## config.mk

```make
export PLATFORM = sky130hd
export DESIGN_NAME = unsigned_mul_8x8_ha_array_reduce
export DESIGN_NICKNAME = d
export VERILOG_FILES = /design/src/rtl/unsigned_mul_8x8_ha_array_reduce.sv
export SDC_FILE = /design/constraint.sdc
export NUM_CORES = 1
export LEC_CHECK = 0
export CAP_MARGIN = 10
export CORE_ASPECT_RATIO = 0.5
export CORE_MARGIN = 2
export CORE_UTILIZATION = 25
export CTS_CLUSTER_DIAMETER = 50
export DETAILED_ROUTE_END_ITERATION = 10
export PLACE_DENSITY_LB_ADDON = 0.08
export SYNTH_ARGS = -nofsm -noshare
export SYNTH_HDL_FRONTEND = slang
export SYNTH_SLANG_ARGS = --single-unit
```

## constraint.sdc

```tcl
create_clock -name clk -period 3.1 [get_ports clk]
set_clock_uncertainty 0.05 [all_clocks]
set_input_delay 0.31 -clock clk [delete_from_list [all_inputs] [get_ports clk]]
set_output_delay 0.31 -clock clk [all_outputs]
set_load 0.01 [all_outputs]
```

## src/rtl/unsigned_mul_8x8_ha_array_reduce.sv

```systemverilog
// Final reduction stage of the 8x8 unsigned half-adder-array multiplier:
// folds the four ha_array row vectors into a 16-bit product over a 2-deep elastic pipe.
module unsigned_mul_8x8_ha_array_reduce #(
  parameter int CNT_W  = 16,
  parameter bit SAT_EN = 1'b1
) (
  input  logic             clk,
  input  logic             rst_n,
  input  logic             in_valid,
  output logic             in_ready,
  input  logic [8:0]       ha_array_0_t,
  input  logic [6:0]       ha_array_0_b,
  input  logic [8:0]       ha_array_1_t,
  input  logic [6:0]       ha_array_1_b,
  input  logic [8:0]       ha_array_2_t,
  input  logic [6:0]       ha_array_2_b,
  input  logic [8:0]       ha_array_3_t,
  input  logic [6:0]       ha_array_3_b,
  output logic             out_valid,
  input  logic             out_ready,
  output logic [15:0]      out_p,
  output logic             out_ovf,
  output logic [CNT_W-1:0] done_cnt
);

  logic [8:0] row_t   [4];
  logic [6:0] row_b   [4];
  logic [9:0] row_val [4];

  assign row_t[0] = ha_array_0_t;
  assign row_t[1] = ha_array_1_t;
  assign row_t[2] = ha_array_2_t;
  assign row_t[3] = ha_array_3_t;
  assign row_b[0] = ha_array_0_b;
  assign row_b[1] = ha_array_1_b;
  assign row_b[2] = ha_array_2_b;
  assign row_b[3] = ha_array_3_b;

  // Bottom vector sits two bit positions above its row's top vector.
  for (genvar gi = 0; gi < 4; gi++) begin : g_row
    assign row_val[gi] = 10'(row_t[gi]) + 10'({row_b[gi], 2'b00});
  end

  logic             s1_valid_q, s1_valid_d;
  logic [12:0]      p01_q, p01_d;
  logic [12:0]      p23_q, p23_d;
  logic             s2_valid_q, s2_valid_d;
  logic [15:0]      out_p_q, out_p_d;
  logic             out_ovf_q, out_ovf_d;
  logic [CNT_W-1:0] done_cnt_q, done_cnt_d;

  logic        s2_adv;
  logic        s1_adv;
  logic        in_fire;
  logic        out_fire;
  logic [16:0] sum_s;

  always_comb begin
    s2_adv   = !s2_valid_q || out_ready;
    s1_adv   = s1_valid_q && s2_adv;
    in_ready = !s1_valid_q || s2_adv;
    in_fire  = in_valid && in_ready;
    out_fire = s2_valid_q && out_ready;
    sum_s    = 17'(p01_q) + {p23_q, 4'b0000};

    s1_valid_d = s1_valid_q;
    p01_d      = p01_q;
    p23_d      = p23_q;
    s2_valid_d = s2_valid_q;
    out_p_d    = out_p_q;
    out_ovf_d  = out_ovf_q;
    done_cnt_d = done_cnt_q + CNT_W'(out_fire);

    if (in_fire) begin
      s1_valid_d = 1'b1;
      p01_d      = 13'(row_val[0]) + 13'({row_val[1], 2'b00});
      p23_d      = 13'(row_val[2]) + 13'({row_val[3], 2'b00});
    end else if (s1_adv) begin
      s1_valid_d = 1'b0;
    end

    // Output registers only change on a refill, so they hold while stalled.
    if (s1_adv) begin
      s2_valid_d = 1'b1;
      out_ovf_d  = sum_s[16];
      out_p_d    = (SAT_EN && sum_s[16]) ? 16'hFFFF : sum_s[15:0];
    end else if (out_fire) begin
      s2_valid_d = 1'b0;
    end
  end

  always_ff @(posedge clk or negedge rst_n) begin
    if (!rst_n) begin
      s1_valid_q <= 1'b0;
      p01_q      <= '0;
      p23_q      <= '0;
      s2_valid_q <= 1'b0;
      out_p_q    <= '0;
      out_ovf_q  <= 1'b0;
      done_cnt_q <= '0;
    end else begin
      s1_valid_q <= s1_valid_d;
      p01_q      <= p01_d;
      p23_q      <= p23_d;
      s2_valid_q <= s2_valid_d;
      out_p_q    <= out_p_d;
      out_ovf_q  <= out_ovf_d;
      done_cnt_q <= done_cnt_d;
    end
  end

  assign out_valid = s2_valid_q;
  assign out_p     = out_p_q;
  assign out_ovf   = out_ovf_q;
  assign done_cnt  = done_cnt_q;

endmodule
```

==> results_dict.tcl <==
set metrics [dict create \
    status "finished, final reports clean" \
    syn_nets 551 \
    grt_first_pass_wirelength_mm 16.8 \
    hold_slack_ns 0.419 \
    detail_route.first_pass.iterations 4 \
    dr.first_iter.drc_count 109 \
    crit_buf_inv 2 \
    p_leak_nw 2.69 \
    grt_usage_pct 11.9 \
    die_h_um 95.8 \
    post-route-min-period_ns 2.96 \
    syn_area_um2 4210 \
    cellPowerDensity_nw_per_um2 713 \
    nFillCells 1727 \
    relSlewSlack_pct 55.2 \
    core_area_um2 16400 \
    finalPower_w 0.00441 \
    final_max_slew_viol_count 0 \
    timing.rr.start "p01_q[4]$_DFFE_PN0P_" \
    crit_path_end_kind "register" \
    drt-total-wl_mm 9.93 \
    clockBufferDepth 2 \
    crit_slowest_cell "clkdlybuf4s50_1" \
    cts-buffers-inserted 9 \
    die_w_um 188 \
    num_rows 33 \
    setup_viol 0 \
    pin_count 103 \
    initial_core_util_pct 25.6 \
    path_class "input port to register" \
    dieArea_um2 18000 \
    critical_path.endpoint "p01_q[11]$_DFFE_PN0P_" \
    nets 690 \
    syn2layout_area_growth_pct 46.7 \
    synth.distinct_cells 42 \
    htreeDepth 3 \
    antenna_found_initial 0 \
    worst_path_largest_cell_delay_ns 0.48 \
    worstRegToRegCells 10 \
    grt_max_degree 45 \
    cpLargestDelayFamily "adder cells" \
    tightest_slew_ns 0.663 \
    yosysWarnings 0 \
    hold_class "register to register" \
    gp_congestion 0.699 \
    final_layout_size_suffix_gt1_share_pct 15.5 \
    synth_seq_cells 61 \
    numPortBuffers 102 \
    grt_pass1_vias 3358 \
    cp_num_cells 12 \
    yosysSeqAreaShare_pct 36.2 \
    drc 0 \
    multi_input_area_um2 2710 \
    wl_per_cell_um 12.5 \
    startpoint "ha_array_1_t[3]" \
    fmax_mhz 338 \
    vias 3394 \
    r2r-end "out_p[10]$_DFFE_PN0P_" \
    worst_ep_arrival_time_ns 3.11 \
    drv_cap 0 \
    hold_viol 0 \
    post-route-period-util_pct 95.3 \
    num_antenna_cells 0 \
    synth_ff_type "dfrtp_1" \
    cts_root_buf "clkbuf_16" \
    utilization_pct 37.6 \
    clock_sinks 61 \
    tritoncts "built" \
    grt-ovfl-total 0 \
    crit_chain "clkdlybuf4s50_1 > inv_1 > fa_2 > xnor2_1 > fa_1 > ha_1 > o21ai_1 > nor2_1 > o31a_1 > o21bai_1 > xnor2_1 > o21ai_1" \
    place_inst 778 \
    final_antenna_net_count 0 \
    r2r_setup_slack_ns 0.69 \
    regArea_um2 1530 \
    critPathMaxFanout 2 \
    syn_area_per_cell_um2 9.92 \
    path_clk_slew_ns 0.05 \
    synth_cells 425 \
    vias_per_cell 4.26 \
    hpwl_mm 7.88 \
    synthArstFlopShare_pct 100 \
    required_ns 3.26 \
    startpoint_type "input port" \
    synth_edf_count 0 \
    irDropWorstVdd_mv 0.280 \
    final_cell_count_no_fill 796 \
    clk_latency_ns 0.33 \
]
[worst reg2reg max path, delay by kind of cell (launching register included)]
| family | cells | cell delay (ns) |
|---|---|---|
| mux | 1 | 0.17 |
| flops | 1 | 0.35 |
| compound gates | 4 | 0.65 |
| simple gates | 1 | 0.19 |
| buf+inv | 2 | 0.32 |
| fa+ha+maj | 2 | 0.55 |
[timing repair]
| item | in CTS | in global routing |
|---|---|---|
| endpoints found under the hold margin | 26 | 0 |
| buffers inserted | 1 | 0 |
| pin swaps | 25 | 12 |
| hold buffers | 1 | 0 |
| setup endpoints to repair | 7 | 5 |
| gates resized for setup | 28 | 11 |
[registers in the layout, indices dropped and copies added, names as in the netlist]
signal / cells
out_valid: 1
out_ovf: 1
done_cnt: 16
p23_q: 13
s1_valid_q: 1
p01_q: 13
out_p: 16
[layout make-up]
type                            instances  share of cell area (%)
Multi-Input combinational cell        333                    43.9
Sequential cell                        61                    24.7
Timing Repair Buffer                  136                    20.7
Tap cell                              227                    4.60
Clock buffer                           12                    3.99
Inverter                               23                    1.40
Clock inverter                          4                   0.769
[through the flow]
stage                     worst slack, ns  setup TNS (ns)  cell area, um^2
final                               0.144               0             6180
after global routing              -0.0109         -0.0109             6180
after CTS                          0.0604               0             6120
after detailed placement           -0.578           -4.20             5730
after global placement             -0.525           -3.85             5730
after floorplan                    0.0399               0             4210
[cells by family after synthesis]
kind of cell	after synthesis	share of synthesized area, %
and+or+nand+nor	132	14.6
AOI/OAI and AO/OA	91	14.3
DFF	61	36.2
adders and majority gates	58	20.6
xor gates and xnor gates	42	8.73
buffers and inverters	31	2.94
muxes	10	2.61
[synth_stat cells, types with 6 or more instances]
master | number | area share, %
nand2_1 | 36 | 3.2
ha_1 | 39 | 12
o21ai_0 | 18 | 2.1
a21oi_1 | 22 | 2.6
nand3_1 | 9 | 1.1
dfrtp_1 | 61 | 36
a21o_1 | 9 | 1.6
fa_1 | 19 | 9.0
mux2_2 | 8 | 2.1
inv_1 | 23 | 2.0
a31oi_1 | 10 | 1.5
nand2b_1 | 13 | 1.9
nor3_1 | 6 | 0.71
xor2_1 | 16 | 3.3
xnor2_1 | 26 | 5.4
clkbuf_1 | 7 | 0.62
nor2_1 | 46 | 4.1
[per-layer routing]
metal	global-route usage, %	vias up	part of all wire [%]
li1	-	1757	-
met1	17.3	1545	55
met2	17.1	86	39
met3	3.10	6	4.9
met4	3.74	0	0.78
met5	0	-	0
[worst min path at each step]
stage / cells past startpoint / end / slack, ns / start
after floorplan: 0 / done_cnt[0]$_DFF_PN0_ / -0.04 / rst_n
after global placement: 1 / p01_q[11]$_DFFE_PN0P_ / 0.34 / rst_n
after detailed placement: 1 / p01_q[2]$_DFFE_PN0P_ / 0.34 / rst_n
after CTS: 1 / done_cnt[15]$_DFF_PN0_ / 0.43 / done_cnt[15]$_DFF_PN0_
after global routing: 1 / done_cnt[15]$_DFF_PN0_ / 0.46 / done_cnt[15]$_DFF_PN0_
final: 1 / done_cnt[15]$_DFF_PN0_ / 0.42 / done_cnt[15]$_DFF_PN0_
[power by group]
group | switching (W) | internal, W | leakage [nW]
Clock | 0.000347 | 0.000641 | 0.143
Combinational | 0.00102 | 0.00114 | 1.81
Sequential | 0.000196 | 0.00106 | 0.739
[cell usage in the layout, fill, tap and decap left out, drive strengths merged, types with 9 or more instances in the layout]
master and count:
a21o 9, a21oi 22, a31oi 10, buf 34, clkbuf 12, clkdlybuf4s50 95
dfrtp 61, fa 19, ha 39, inv 23, nand2 36, nand2b 13
nand3 9, nor2 46, o21ai 18, xnor2 26, xor2 16
(Power assumes the default switching activity.)
==> patch (same settings) <==
Set the parameter `CNT_W` to 20 (it was 16).
--- a/src/rtl/unsigned_mul_8x8_ha_array_reduce.sv
+++ b/src/rtl/unsigned_mul_8x8_ha_array_reduce.sv
@@ -1,7 +1,7 @@
 // Final reduction stage of the 8x8 unsigned half-adder-array multiplier:
 // folds the four ha_array row vectors into a 16-bit product over a 2-deep elastic pipe.
 module unsigned_mul_8x8_ha_array_reduce #(
-  parameter int CNT_W  = 16,
+  parameter int CNT_W  = 20,
   parameter bit SAT_EN = 1'b1
 ) (
   input  logic             clk,
Interface: changed (resized done_cnt); port bits go from 103 to 107. No check against the original RTL was run, so the function may have changed too.
==> patch against the original RTL <==
- utilization rose by 0.088 points
- clock power grew 9%
- sequential cell count increased by 4
- via count is 3.5% higher
- power up 7.3%
- synthesized area up 4.4%
- wire length up 6.3%
- sequential share of layout area up 0.22 points
- largest power group unchanged
- largest cell class unchanged
- setup slack improved by 0.029 ns
- cell area is 5.6% higher
==> patch: results (changes against the original RTL) <==
STA
  – Remaining max-slew budget at the tightest pin: 55.6% (+0.45 points)

Global route
  – First-pass GRT wire length: 17,600 um (+4.7%)
  – Total Routing Usage GR: 11.7% (-0.16 points)
  – GRT met1 Usage: 17.8% (+0.44 points)

Finish
  – Register cell area after layout: 0.00163 mm2 (+6.6%)
  – Filler cell count: 1,752 (+1.4%)
  – Fraction of area in non-clock buffers: 21.0% (+0.28 points)
  – Number of non-clock inverters: 31 (+35%)
  – Fraction of layout instances using a drive strength above 1: 17.4% (+2.0 points)

Min path
  – Path category of the worst min-delay check: input port to asynchronous set/reset pin

Synthesis
  – Number of unique standard cell types used by synthesis: 53 (+26%)
  – Post-synthesis sequential area ratio: 37.0% (+0.74 points)
  – Number of synthesized register bits: 65 (+6.6%)
  – Average footprint of a synthesized cell: 10.3 um2 (+3.7%)
  – Cell types occupying the most area after synthesis: sky130_fd_sc_hd__dfrtp_1 37%, sky130_fd_sc_hd__ha_1 11%, sky130_fd_sc_hd__fa_1 8.6%
  – Number of nets in the synthesized netlist: 554 (+0.54%)

Placement
  – Setup Slack @ Placement: -0.506 ns (+0.0721 ns)
  – Placed instance area: 0.00598 mm2 (+4.4%)
  – PortBufs: 106 (+3.9%)
  – Post-detail-place hpwl: 8380 um (+6.4%)

Pwr
  – Largest vdd supply drop: 293 uV (+4.6%)
  – Leakage: 2.88 nW (+7.0%)

Drt
  – Total wire length: 10,500 um (+6.3%)
  – Detailed-routed wire length on met2: 4310 um (+11%)
  – Routed vias/inst: 4.32 (+1.3%)

Worst setup path
  – Crit path arrival time: 3.09 ns (-0.02 ns)
  – Crit Path Max Fanout: 3 (+1)

Clock network
  – Post-cts resize count: 14 (-50%)
  – Postcts setup bufs: 0 (-1)

Status
  – Outcome: finished clean
## patch: worst paths after layout
check | to | start | slack, ns
worst max-delay path | p01_q[11] | ha_array_1_t[4] | 0.17
max in group asynchronous | p23_q[3] | rst_n | 1.96
min in group clk | done_cnt[19] | done_cnt[19] | 0.42
worst min register to register | done_cnt[19] | done_cnt[19] | 0.42
worst min-delay path | done_cnt[2] | rst_n | 0.35
worst max register to register | out_p[0] | p01_q[4] | 0.64
## patch: power by group
part / switching [W] / internal (W) / total (W) / leakage, nW
combinational: 0.00108 / 0.00126 / 0.00235 / 1.94
clock: 0.000358 / 0.000720 / 0.00108 / 0.153
sequential: 0.000189 / 0.00112 / 0.00130 / 0.790
total: 0.00163 / 0.00310 / 0.00473 / 2.88
## patch: logic make-up after synthesis
group,count (synthesis),share of synthesized area [%]
adders and majority gates,58,19.7
xor gates and xnor gates,46,9.16
DFF,65,37.0
buffers and inverters,38,3.44
and+or+nand+nor,105,11.8
muxes,8,2.05
AOI/OAI and AO/OA,108,16.8
